File: config.mk
export PLATFORM = sky130hd
export DESIGN_NAME = glitc_datapath_reader
export DESIGN_NICKNAME = d
export VERILOG_FILES = /design/src/rtl/glitc_datapath_reader.sv
export SDC_FILE = /design/constraint.sdc
export NUM_CORES = 1
export LEC_CHECK = 0
export ABC_AREA = 0
export CORE_UTILIZATION = 47
export DETAILED_ROUTE_END_ITERATION = 10
export GPL_ROUTABILITY_DRIVEN = 1
export GPL_TIMING_DRIVEN = 0
export PLACE_DENSITY_LB_ADDON = 0.12
export SLEW_MARGIN = 20
export SYNTH_ARGS = -nofsm -noshare
export SYNTH_HDL_FRONTEND = slang
export SYNTH_SLANG_ARGS = --single-unit
File: constraint.sdc
create_clock -name SYSCLK -period 5.7 [get_ports SYSCLK]
set_clock_uncertainty 0.05 [all_clocks]
set_input_delay 1.71 -clock SYSCLK [delete_from_list [all_inputs] [get_ports SYSCLK]]
set_output_delay 1.71 -clock SYSCLK [all_outputs]
set_load 0.02 [all_outputs]
File: src/rtl/glitc_datapath_reader.sv
// Read-end controller for the GLITC datapath buffers: startup sequencing, valid
// monitoring and a single-channel capture RAM for register readout.
module glitc_datapath_reader #(
    parameter int DEPTH_LOG2 = 4,
    parameter int TIMEOUT    = 255,
    parameter int RST_CYCLES = 4
) (
    input  logic                  SYSCLK,
    input  logic                  rst_n_i,
    input  logic                  start_i,
    input  logic                  stop_i,
    output logic                  fifo_rst_o,
    output logic                  en_o,
    input  logic                  valid_i,
    input  logic [287:0]          dat_i,
    input  logic                  capture_i,
    input  logic [2:0]            ch_sel_i,
    input  logic [DEPTH_LOG2-1:0] rd_addr_i,
    output logic [47:0]           rd_data_o,
    output logic                  running_o,
    output logic                  busy_o,
    output logic                  done_o,
    output logic                  timeout_o,
    output logic                  err_o,
    output logic [1:0]            state_dbg_o
);

    // valid_i is a level acknowledge, not a handshake: the buffers hold it high
    // for as long as dat_i carries a fresh sample every SYSCLK cycle.
    typedef enum logic [1:0] {
        S_IDLE   = 2'd0,
        S_RESET  = 2'd1,
        S_ENABLE = 2'd2,
        S_RUN    = 2'd3
    } state_t;

    localparam int                    DEPTH    = 1 << DEPTH_LOG2;
    localparam logic [15:0]           RST_LAST = 16'(RST_CYCLES - 1);
    localparam logic [15:0]           TO_LAST  = 16'(TIMEOUT - 1);
    localparam logic [DEPTH_LOG2-1:0] PTR_LAST = '1;

    state_t                state;
    state_t                state_nxt;
    logic [15:0]           cnt;
    logic                  set_timeout;
    logic                  set_err;
    logic                  clr_flags;
    logic                  leave_run;
    logic                  arm;
    logic                  wr_en;
    logic [2:0]            ch_q;
    logic [DEPTH_LOG2-1:0] ptr;
    logic [47:0]           sample;
    logic [47:0]           mem [DEPTH];

    always_ff @(posedge SYSCLK or negedge rst_n_i) begin
        if (!rst_n_i) state <= S_IDLE;
        else          state <= state_nxt;
    end

    always_comb begin
        state_nxt   = state;
        set_timeout = 1'b0;
        set_err     = 1'b0;
        clr_flags   = 1'b0;
        case (state)
            S_IDLE: begin
                if (start_i) begin
                    state_nxt = S_RESET;
                    clr_flags = 1'b1;
                end
            end
            S_RESET: begin
                if (cnt == RST_LAST) state_nxt = S_ENABLE;
            end
            S_ENABLE: begin
                if (valid_i) begin
                    state_nxt = S_RUN;
                end else if (cnt == TO_LAST) begin
                    state_nxt   = S_IDLE;
                    set_timeout = 1'b1;
                end
            end
            S_RUN: begin
                if (!valid_i) begin
                    state_nxt = S_IDLE;
                    set_err   = 1'b1;
                end
            end
            default: state_nxt = S_IDLE;
        endcase
        // stop overrides everything, including a same-cycle start
        if (stop_i) begin
            state_nxt   = S_IDLE;
            set_timeout = 1'b0;
            set_err     = 1'b0;
            clr_flags   = 1'b0;
        end
    end

    // Shared counter: RESET hold length, then low-valid cycles in ENABLE.
    always_ff @(posedge SYSCLK or negedge rst_n_i) begin
        if (!rst_n_i) begin
            cnt <= '0;
        end else if (state_nxt != state) begin
            cnt <= '0;
        end else if (state == S_RESET || (state == S_ENABLE && !valid_i)) begin
            cnt <= cnt + 16'd1;
        end
    end

    always_ff @(posedge SYSCLK or negedge rst_n_i) begin
        if (!rst_n_i) begin
            timeout_o <= 1'b0;
            err_o     <= 1'b0;
        end else if (clr_flags) begin
            timeout_o <= 1'b0;
            err_o     <= 1'b0;
        end else begin
            if (set_timeout) timeout_o <= 1'b1;
            if (set_err)     err_o     <= 1'b1;
        end
    end

    assign leave_run = (state == S_RUN) && (state_nxt != S_RUN);
    assign arm       = capture_i && (state == S_RUN) && !leave_run &&
                       (ch_sel_i <= 3'd5) && !busy_o;
    assign wr_en     = busy_o && valid_i;

    always_comb begin
        sample = '0;
        case (ch_q)
            3'd0:    sample = dat_i[47:0];
            3'd1:    sample = dat_i[95:48];
            3'd2:    sample = dat_i[143:96];
            3'd3:    sample = dat_i[191:144];
            3'd4:    sample = dat_i[239:192];
            3'd5:    sample = dat_i[287:240];
            default: sample = '0;
        endcase
    end

    always_ff @(posedge SYSCLK or negedge rst_n_i) begin
        if (!rst_n_i) begin
            busy_o <= 1'b0;
            done_o <= 1'b0;
            ch_q   <= '0;
            ptr    <= '0;
        end else begin
            if (leave_run) begin
                busy_o <= 1'b0;
            end else if (arm) begin
                busy_o <= 1'b1;
                done_o <= 1'b0;
                ch_q   <= ch_sel_i;
                ptr    <= '0;
            end else if (wr_en) begin
                ptr <= ptr + 1'b1;
                if (ptr == PTR_LAST) begin
                    busy_o <= 1'b0;
                    done_o <= 1'b1;
                end
            end
            if (clr_flags) done_o <= 1'b0;
        end
    end

    // Capture RAM has no reset; only the read register is cleared.
    always_ff @(posedge SYSCLK) begin
        if (wr_en) mem[ptr] <= sample;
    end

    always_ff @(posedge SYSCLK or negedge rst_n_i) begin
        if (!rst_n_i) rd_data_o <= '0;
        else          rd_data_o <= mem[rd_addr_i];
    end

    assign fifo_rst_o  = (state == S_RESET);
    assign en_o        = (state == S_ENABLE) || (state == S_RUN);
    assign running_o   = (state == S_RUN);
    assign state_dbg_o = state;

endmodule

==> results of run 1 <==
==> layout by cell type (no fill, tap or decap), types with 11 or more instances in the layout <==
| cell type | Yosys | layout |
|---|---|---|
| dfrtp_1 | 77 | 77 |
| edfxtp_1 | 768 | 768 |
| nand3_1 | 54 | 54 |
| inv_1 | 11 | 11 |
| clkbuf_16 | 0 | 89 |
| buf_4 | 1 | 27 |
| a21oi_1 | 17 | 17 |
| bufinv_16 | 0 | 15 |
| clkbuf_2 | 1 | 30 |
| buf_8 | 0 | 11 |
| mux4_2 | 240 | 240 |
| clkbuf_1 | 63 | 49 |
| clkbuf_8 | 0 | 15 |
| buf_2 | 24 | 26 |
| nor2_1 | 23 | 13 |
| clkdlybuf4s50_1 | 0 | 351 |
| buf_16 | 0 | 26 |
| nand2_1 | 14 | 14 |
| a22oi_1 | 144 | 144 |
==> where the power goes <==
group          switching [mW]  internal [mW]
sequential             0.0332           6.88
combinational           0.586          0.497
clock                    2.38           3.74
total                    3.00           11.1
==> layout make-up <==
class	instances	share of cell area (%)
Antenna cell	1	0.005908
Buffer	92	0.9895
Clock buffer	119	5.878
Clock inverter	42	1.465
Inverter	12	0.1063
Multi-Input combinational cell	589	18.54
Sequential cell	845	58.99
Tap cell	931	2.750
Timing Repair Buffer	425	11.27
==> registers in the layout, summed over array words and instances (netlist names) <==
register and flops:
state_dbg_o 2, rd_data_o 48, cnt 16, timeout_o 1
err_o 1, done_o 1, busy_o 1, mem 768
ch_q 3, ptr 4
==> synthesized netlist by cell type (2+ instances only) <==
cell,count,share of area [%]
edfxtp_1,768,70
mux4_2,240,16
a22oi_1,144,3.3
dfrtp_1,77,5.8
clkbuf_1,63,0.71
nand3_1,54,0.82
buf_2,24,0.36
nor2_1,23,0.26
a21oi_1,17,0.26
nand2_1,14,0.16
nor3_1,12,0.18
inv_1,11,0.12
ha_1,6,0.23
nand2b_1,6,0.11
or3_1,6,0.11
o21ai_0,5,0.075
xor2_1,5,0.13
o31ai_1,4,0.091
or4_1,4,0.091
and3b_1,3,0.079
buf_1,3,0.034
mux2_2,3,0.10
nand4_1,3,0.057
nor3b_1,3,0.068
o211ai_1,3,0.068
a22o_1,2,0.053
a31oi_1,2,0.038
and2_1,2,0.038
and3_1,2,0.038
nor4_1,2,0.038
o21ai_1,2,0.030
o2bb2ai_1,2,0.053
or4_4,2,0.068
xnor2_1,2,0.053
==> layer usage <==
metal | vias up | wire length (µm)
met5 | - | 24
met4 | 4 | 3237
met3 | 169 | 10190
met2 | 1044 | 47990
met1 | 9964 | 38910
li1 | 7647 | -
==> final timing paths <==
kind | start | endpoint | slack, ps
setup reg to reg | ch_q[1] | mem[0][4] | 2390
hold reg to reg | err_o | err_o | 460
max in group asynchronous | rst_n_i | rd_data_o[26] | 4020
hold / removal | err_o | err_o | 460
min in group asynchronous | rst_n_i | cnt[4] | 930
setup / recovery | state_dbg_o[1] | fifo_rst_o | 1620
==> stage by stage <==
step	setup TNS, ps	util (%)	hold WS (ps)	cell area [µm²]	worst slack [ps]
2_1_floorplan	-25550	-	469.2	33160	-183.3
3_3_place_gp	-2311270	54.70	442.4	37850	-5661
3_5_place_dp	0	56.72	446.3	39240	1049
4_1_cts	0	61.22	463.2	42350	1610
5_1_grt	0	61.22	514.5	42360	1473
6_report	0	61.22	459.7	42360	1619
==> logic make-up (layout without fill, tap and decap cells) <==
| group | after synthesis | in the layout | share of synthesized area [%] |
|---|---|---|---|
| AND/OR/NAND/NOR | 143 | 143 | 2.329 |
| other | 0 | 1 | 0 |
| buffers and inverters | 104 | 690 | 1.284 |
| XOR/XNOR | 7 | 7 | 0.1850 |
| adder cells (fa/ha/maj) | 6 | 6 | 0.2265 |
| flip-flops | 845 | 845 | 75.39 |
| multiplexers | 243 | 243 | 16.41 |
| AO/OA/AOI/OAI | 190 | 190 | 4.171 |
==> worst reg2reg max path: cells and delay by family, from the launching register on <==
kind | cells | cell delay (ps)
buffers and inverters | 2 | 1280
and+or+nand+nor | 2 | 1000
DFF | 1 | 440
AOI/OAI and AO/OA | 1 | 210
==> results.cfg, run 1 <==
[status]
outcome = finished clean

[place]
dp_hpwl_mm = 67.65
place.port_buffers = 352
gp_routability_congestion = 0.8062
placed_cells = 2894

[drt]
ant_nets = 0
routed_via_density = 6.161
drt-wirelength-per-cell_um = 32.84
detail_route.iter0.violations = 1917
wirelength_mm = 100.3
drt_drc_violations_left = 0
drt_first_pass_iters = 6
detailroute.via_count = 18830

[synth]
mappedNetlistArea_um2 = 33140
asyncSetResetFlopFracSynth_pct = 9.112
synth.yosys.warnings = 0
synth.lib_cells_used.distinct = 53
synth.yosys.seq_area_share_pct = 75.39
synthesis.instances = 1538
postSynthNetCount = 1845
post_synth.cell_area_avg_um2 = 21.55
ys_seq_elements = 845
synth_ff_type = edfxtp_1
count_of_flip_flops_with_a_built_in_enable_after_synthesis = 768

[floorplan]
io_pins = 358
design.die.area_um2 = 71590
placeableCoreArea_um2 = 69190
die_w_um = 267.6
die_height_um = 267.6
initial_utilization_pct = 47.91
rows = 96

[cells_and_area]
seq_area_um2 = 24990
final_net_count = 2358
drive_gt1_share_pct = 25.19
multiInputGateArea_um2 = 7854
final-instance-count-excl-fill = 3056
layout.filler_cells = 4891
layout_overhead_on_the_synthesized_area_pct = 27.80

[timing]
relSlewSlack_pct = 11.78
grt_setup_unrepaired = no
slew_violations = 0
final_hold_viol_count = 0
report.final.setup_viol = 0
achievable-frequency_mhz = 245.1
minimum_period_implied_by_the_final_worst_setup_slack_ps = 4081
post-route-period-util_pct = 71.59
max_slew.worst_pin.slew_ps = 1323

[grt]
grt_start_max_net_pins = 48
globalRoute.busiestLayer = met2
grt-ovfl-total = 0
track_usage_pct = 28.64
first_global_vias = 19180
antenna_found_initial = 6
global_route.usage.met1_pct = 38.16
groute.layer.met3.usage_pct = 7.714
wire_length_of_the_first_global_routing_pass_mm = 140.0
groute.layer.met2.usage_pct = 45.88

[clocking]
cts-resized-gates = 0
cts_tree = yes
clock_sinks = 845
htree_num_levels = 3
postCtsSetupRepairBufs = 0
holdBufCountCts = 0
clk_pin_slew_ps = 60
source_to_sink_clock_delay_at_the_later_pin_of_the_worst_skew_pair_ps = 640
cts_root_buffer = clkbuf_16
numCtsBuffers = 86
maximum_number_of_buffers_from_clock_root_to_sink = 3

[setup_path]
crit_path_start_kind = register
timing.critical_path.depth = 4
cpLargestDelayFamily = buffers and inverters
cp_cell_sequence = clkbuf_2 -> nand2b_1 -> clkinv_1 -> clkdlybuf4s50_1
worstSetupPathType = reg2out
slowest_delay_ps = 620
crit_path_end_kind = primary output
crit_path_max_fanout = 10
slowest_stage_cell_on_the_critical_path = clkdlybuf4s50_1
arrival_ps = 2320
cp.required_ps = 3940
r2r.worst_path.cells = 5
crit_buf_inv = 3

[job]
drv.max_cap_violation_count = 0

[pwr]
power_leakage_nw = 13.87
ir_worst_vdd_mv = 0.2063
p_total_mw = 14.11
cellPowerDensity_nw_per_um2 = 333.2

[worst_hold_path]
worst_hold_path.num_cells = 2
worstHoldPathType = reg2reg
Note: power is estimated with default switching activity, not from simulation.
==> run 2: changes to the inputs <==
Clock period 5.7 ns to 4.05 ns, I/O delays scaled along.
==> run 2 against run 1 <==
Effect of this change: sequential share of layout area increased by 0.68 points; setup slack got worse by 1300 ps; total power increased by 35%; via count decreased by 1.4%; worst hold slack got worse by 5.2 ps; register-to-register slack got worse by 2000 ps; critical endpoint is now mem[13][0]; cell count decreased by 0.16%; global-route usage decreased by 0.57 points; first-iteration DRC count decreased by 6.9%; combinational power increased by 41%; highest routed layer is now met4; final area decreased by 1.1%; clock power increased by 27%.
==> results.cfg, run 2 (same netlist as run 1, synthesis figures left out) <==
[timing]
minimum_period_implied_by_the_final_worst_setup_slack_ps = 3695
max_slew.worst_pin.slew_ps = 1285
post-route-period-util_pct = 91.22
slew_violations = 0
relSlewSlack_pct = 14.36
achievable-frequency_mhz = 270.7
final_hold_viol_count = 0
grt_setup_unrepaired = no
report.final.setup_viol = 0

[clocking]
postCtsSetupRepairBufs = 0
holdBufCountCts = 0
htree_num_levels = 3
clk_pin_slew_ps = 60
cts-resized-gates = 0
clock_sinks = 845
cts_root_buffer = clkbuf_16
maximum_number_of_buffers_from_clock_root_to_sink = 3
source_to_sink_clock_delay_at_the_later_pin_of_the_worst_skew_pair_ps = 630
cts_tree = yes
numCtsBuffers = 86

[place]
dp_hpwl_mm = 66.40
placed_cells = 2889
place.port_buffers = 352
gp_routability_congestion = 0.8360

[setup_path]
cp.required_ps = 4330
ff2ff_setup_slack_ps = 360
worstReg2RegStart = ch_q[1]
crit_path_end_kind = register
rr_endpoint = mem[13][0]
r2r.worst_path.cells = 5
worst_setup_path_startpoint = ch_q[1]
crit_path_max_fanout = 16
crit_path_start_kind = register
arrival_ps = 3980
worstSetupPathType = reg2reg

[cells_and_area]
largest_register_ffs = 768
layout_overhead_on_the_synthesized_area_pct = 26.34
drive_gt1_share_pct = 24.50
top_register = mem
final_net_count = 2353
post-route-util_pct = 60.52
mostFrequentLayoutCell = edfxtp_1
final-instance-count-excl-fill = 3051
biggestRegsByFlops = mem x768, rd_data_o x48, cnt x16
layout.cells.most_common_list = edfxtp_1, clkdlybuf4s50_1, mux4_2

[pwr]
power.combinational.fraction_pct = 8.0
share_clk_of_total_power_pct = 40.8
ir_worst_vdd_mv = 0.2473
power_leakage_nw = 13.64
share_of_total_power_consumed_by_net_switching_pct = 21.89
seqPwrFrac_pct = 51.2
cellPowerDensity_nw_per_um2 = 453.7
net_sw_power_mw = 4.158
p_int_mw = 14.84

[drt]
drt_drc_violations_left = 0
ant_nets = 0
wirelength_mm = 98.57
detail_route.iter0.violations = 1785
detailroute.via_count = 18560
routed_via_density = 6.084
drt-wirelength-per-cell_um = 32.31
drt_first_pass_iters = 6

[floorplan]
design.die.area_um2 = 71590
io_pins = 358
placeableCoreArea_um2 = 69190
die_height_um = 267.6
rows = 96
die_w_um = 267.6
initial_utilization_pct = 47.91

[grt]
wire_length_of_the_first_global_routing_pass_mm = 137.3
track_usage_pct = 28.07
first_global_vias = 19110
antenna_found_initial = 4
grt_start_max_net_pins = 40
grt-ovfl-total = 0

[worst_hold_path]
worstHoldPathType = in2async

[status]
outcome = finished clean

[job]
drv.max_cap_violation_count = 0
-- run 2: cell count changes in the layout (fill, tap and decap cells not counted), moves of 6 or more --
cell / delta
bufinv_16: -12
buf_16: -10
clkbuf_1: +8
buf_12: +7
buf_4: -6
clkinv_2: +6
-- run 2: power groups by stage --
| stage | Clock, mW | Combinational, mW | Sequential [mW] |
|---|---|---|---|
| 3_3_place_gp | 0 | 1.47 | 9.91 |
| 4_1_cts | 7.85 | 1.53 | 9.73 |
| 5_1_grt | 8.18 | 1.61 | 9.73 |
| 6_report | 7.75 | 1.52 | 9.73 |
| 3_5_place_dp | 0 | 1.52 | 9.91 |
| 2_1_floorplan | 0 | 0.646 | 9.96 |
-- run 2: critical path, cell delays in order, from the launching register on --
cell and delay [ps]:
dfrtp_1 430, nor3_1 340, clkbuf_2 570, clkbuf_1 940
a22oi_1 410, nand3_1 640
-- run 2: how the worst max path moves through the flow --
stage | endpoint | slack [ps] | cells after the start
after CTS | mem[13][0] | 390 | 5
after global routing | mem[15][0] | 250 | 5
final | mem[13][0] | 360 | 5
after global placement | mem[0][31] | -6600 | 4
after floorplan | mem[0][0] | -1340 | 3
after detailed placement | mem[1][35] | -120 | 8
-- run 2: metrics by stage --
step           setup WS, ps  setup TNS (ps)  cell area [µm²]  power (mW)  hold WS [ps]
2_1_floorplan         -1338         -194460            33170       10.61         469.2
3_3_place_gp          -6600        -2908320            37860       11.38         440.9
3_5_place_dp         -121.5          -535.8            39100       11.43         447.3
4_1_cts               393.8               0            41860       19.11         448.2
5_1_grt               251.6               0            41870       19.52         486.3
6_report              355.4               0            41870       19.00         454.5
-- run 2: layer usage --
metal  routed length [µm]  part of all wire, %  GRT usage, %  vias up
met5                    0                    0             0        -
li1                     -                    -             -     7625
met3                10010                   10         7.769      140
met1                38110                   39         36.64     9865
met2                47520                   48         45.55      932
met4                 2922                  3.0         9.637        0
-- run 2: cell type report --
cell class              instances  area, µm²
flip-flops and latches        845      24990
plain buffers                  92      416.7
clock buffers                 122       2481
repair buffers                420       4639
well taps                     931       1165
inverters                      12      45.04
clock inverters                38      279.0
fillers                      4947      27310
diodes                          2      5.005
multi-input cells             589       7854
==> run 3: changes to the inputs <==
Settings changed: CTS_BUF_LIST set to sky130_fd_sc_hd__clkbuf_4 sky130_fd_sc_hd__clkbuf_8.
==> run 3 against run 2 <==
Effect of this change: global-route usage grew 0.25 points; worst hold slack worse by 140 ps; fmax fell by 3.0%; cell count up 3.1%; setup slack lost 110 ps.
==> results.cfg, run 3 (same netlist as run 1, synthesis figures left out) <==
[grt]
track_usage_pct = 28.32
grt_start_max_net_pins = 40
first_global_vias = 19380
grt-ovfl-total = 0
wire_length_of_the_first_global_routing_pass_mm = 137.9
antenna_found_initial = 5

[cells_and_area]
biggestRegsByFlops = mem x768, rd_data_o x48, cnt x16
top_register = mem
largest_register_ffs = 768
mostFrequentLayoutCell = edfxtp_1
final_net_count = 2404
layout.cells.most_common_list = edfxtp_1, clkdlybuf4s50_1, mux4_2
post-route-util_pct = 60.51
layout_overhead_on_the_synthesized_area_pct = 26.30
drive_gt1_share_pct = 28.26

[clocking]
clock_sinks = 845
source_to_sink_clock_delay_at_the_later_pin_of_the_worst_skew_pair_ps = 780
holdBufCountCts = 0
postCtsSetupRepairBufs = 0
htree_num_levels = 4
clk_pin_slew_ps = 60
cts-resized-gates = 0
cts_tree = yes
maximum_number_of_buffers_from_clock_root_to_sink = 3
numCtsBuffers = 136
cts_root_buffer = clkbuf_8

[place]
place.port_buffers = 352
dp_hpwl_mm = 66.40
gp_routability_congestion = 0.8360
worst_slack_at_placement_ps = -121.5

[pwr]
cellPowerDensity_nw_per_um2 = 443.5
ir_worst_vdd_mv = 0.3215
power_leakage_nw = 13.74
p_total_mw = 18.57

[floorplan]
placeableCoreArea_um2 = 69190
die_height_um = 267.6
initial_utilization_pct = 47.91
die_w_um = 267.6
rows = 96
design.die.area_um2 = 71590
io_pins = 358

[drt]
detail_route.iter0.violations = 1988
detailroute.via_count = 18810
routed_via_density = 5.978
wirelength_mm = 98.91
ant_nets = 0
drt-wirelength-per-cell_um = 31.44
drt_drc_violations_left = 0
drt_first_pass_iters = 5

[setup_path]
ff2ff_setup_slack_ps = 240
slowest_stage_cell_on_the_critical_path = clkbuf_1
worstReg2RegStart = ch_q[1]
cp.required_ps = 4460
r2r.worst_path.cells = 5
cp_cell_sequence = nor3_1 -> clkbuf_2 -> clkbuf_1 -> a22oi_1 -> nand3_1
crit_path_start_kind = register
crit_path_end_kind = register
arrival_ps = 4220
worstSetupPathType = reg2reg
slowest_delay_ps = 970
crit_path_max_fanout = 16
rr_endpoint = mem[4][0]

[timing]
achievable-frequency_mhz = 262.6
relSlewSlack_pct = 11.97
grt_setup_unrepaired = no
post-route-period-util_pct = 94.03
slew_violations = 0
final_critical_path_setup_slack_ps = 241.7
report.final.setup_viol = 0
minimum_period_implied_by_the_final_worst_setup_slack_ps = 3808
setup_tns_ps = 0
max_slew.worst_pin.slew_ps = 1320
final_hold_viol_count = 0

[job]
drv.max_cap_violation_count = 0

[worst_hold_path]
worstHoldPathType = in2async

[status]
outcome = finished clean
run 3: cell count changes in the layout (fill, tap and decap cells not counted), sizes merged:
cell	change
bufinv	-2
clkinvlp	+3
buf	+1
clkbuf	+90
clkinv	-1
inv	-1
diode	+5
run 3: cell type report:
class | instances | area, µm²
clock inverter | 37 | 217.7
inverter | 12 | 45.04
buffer | 92 | 412.9
clock buffer | 212 | 2511
multi-input combinational | 589 | 7854
timing repair buffer | 421 | 4651
antenna | 7 | 17.52
fill | 4982 | 27320
tap | 931 | 1165
sequential | 845 | 24990
run 3: how the worst max path moves through the flow:
stage              startpoint          to  slack, ps
2_1_floorplan         valid_i   mem[0][0]      -1340
3_3_place_gp          valid_i  mem[0][31]      -6600
3_5_place_dp          valid_i  mem[1][35]       -120
4_1_cts        state_dbg_o[1]  fifo_rst_o        280
5_1_grt        state_dbg_o[1]  fifo_rst_o        220
6_report              ch_q[1]   mem[4][0]        240
run 3: worst max-delay path, delay by kind of cell, from the launching register on:
family	cells	cell delay, ps
flip-flops	1	430
AO/OA/AOI/OAI	1	420
AND/OR/NAND/NOR	2	990
buffers and inverters	2	1570
run 3: report_power, final:
part / switching [mW] / total [mW] / internal, mW
combinational: 0.826 / 1.52 / 0.697
sequential: 0.0475 / 9.73 / 9.68
clock: 3.30 / 7.31 / 4.01
total: 4.17 / 18.6 / 14.4
run 3: stage by stage:
step	cells	hold slack (ps)	instance area, µm²
3_5_place_dp	2889	447.3	39100
3_3_place_gp	2821	440.9	37860
5_1_grt	3140	324.4	41850
2_1_floorplan	1538	469.2	33170
6_report	3146	317.0	41860
4_1_cts	3138	280.0	41830
run 3: routing by layer:
metal  track usage (%)  up-vias  wire length [µm]
li1                  -     7752                 -
met3             8.919      151             10680
met4             9.637        0              2785
met2             45.51     1038             47750
met1             36.67     9866             37700
met5                 0        -                 0
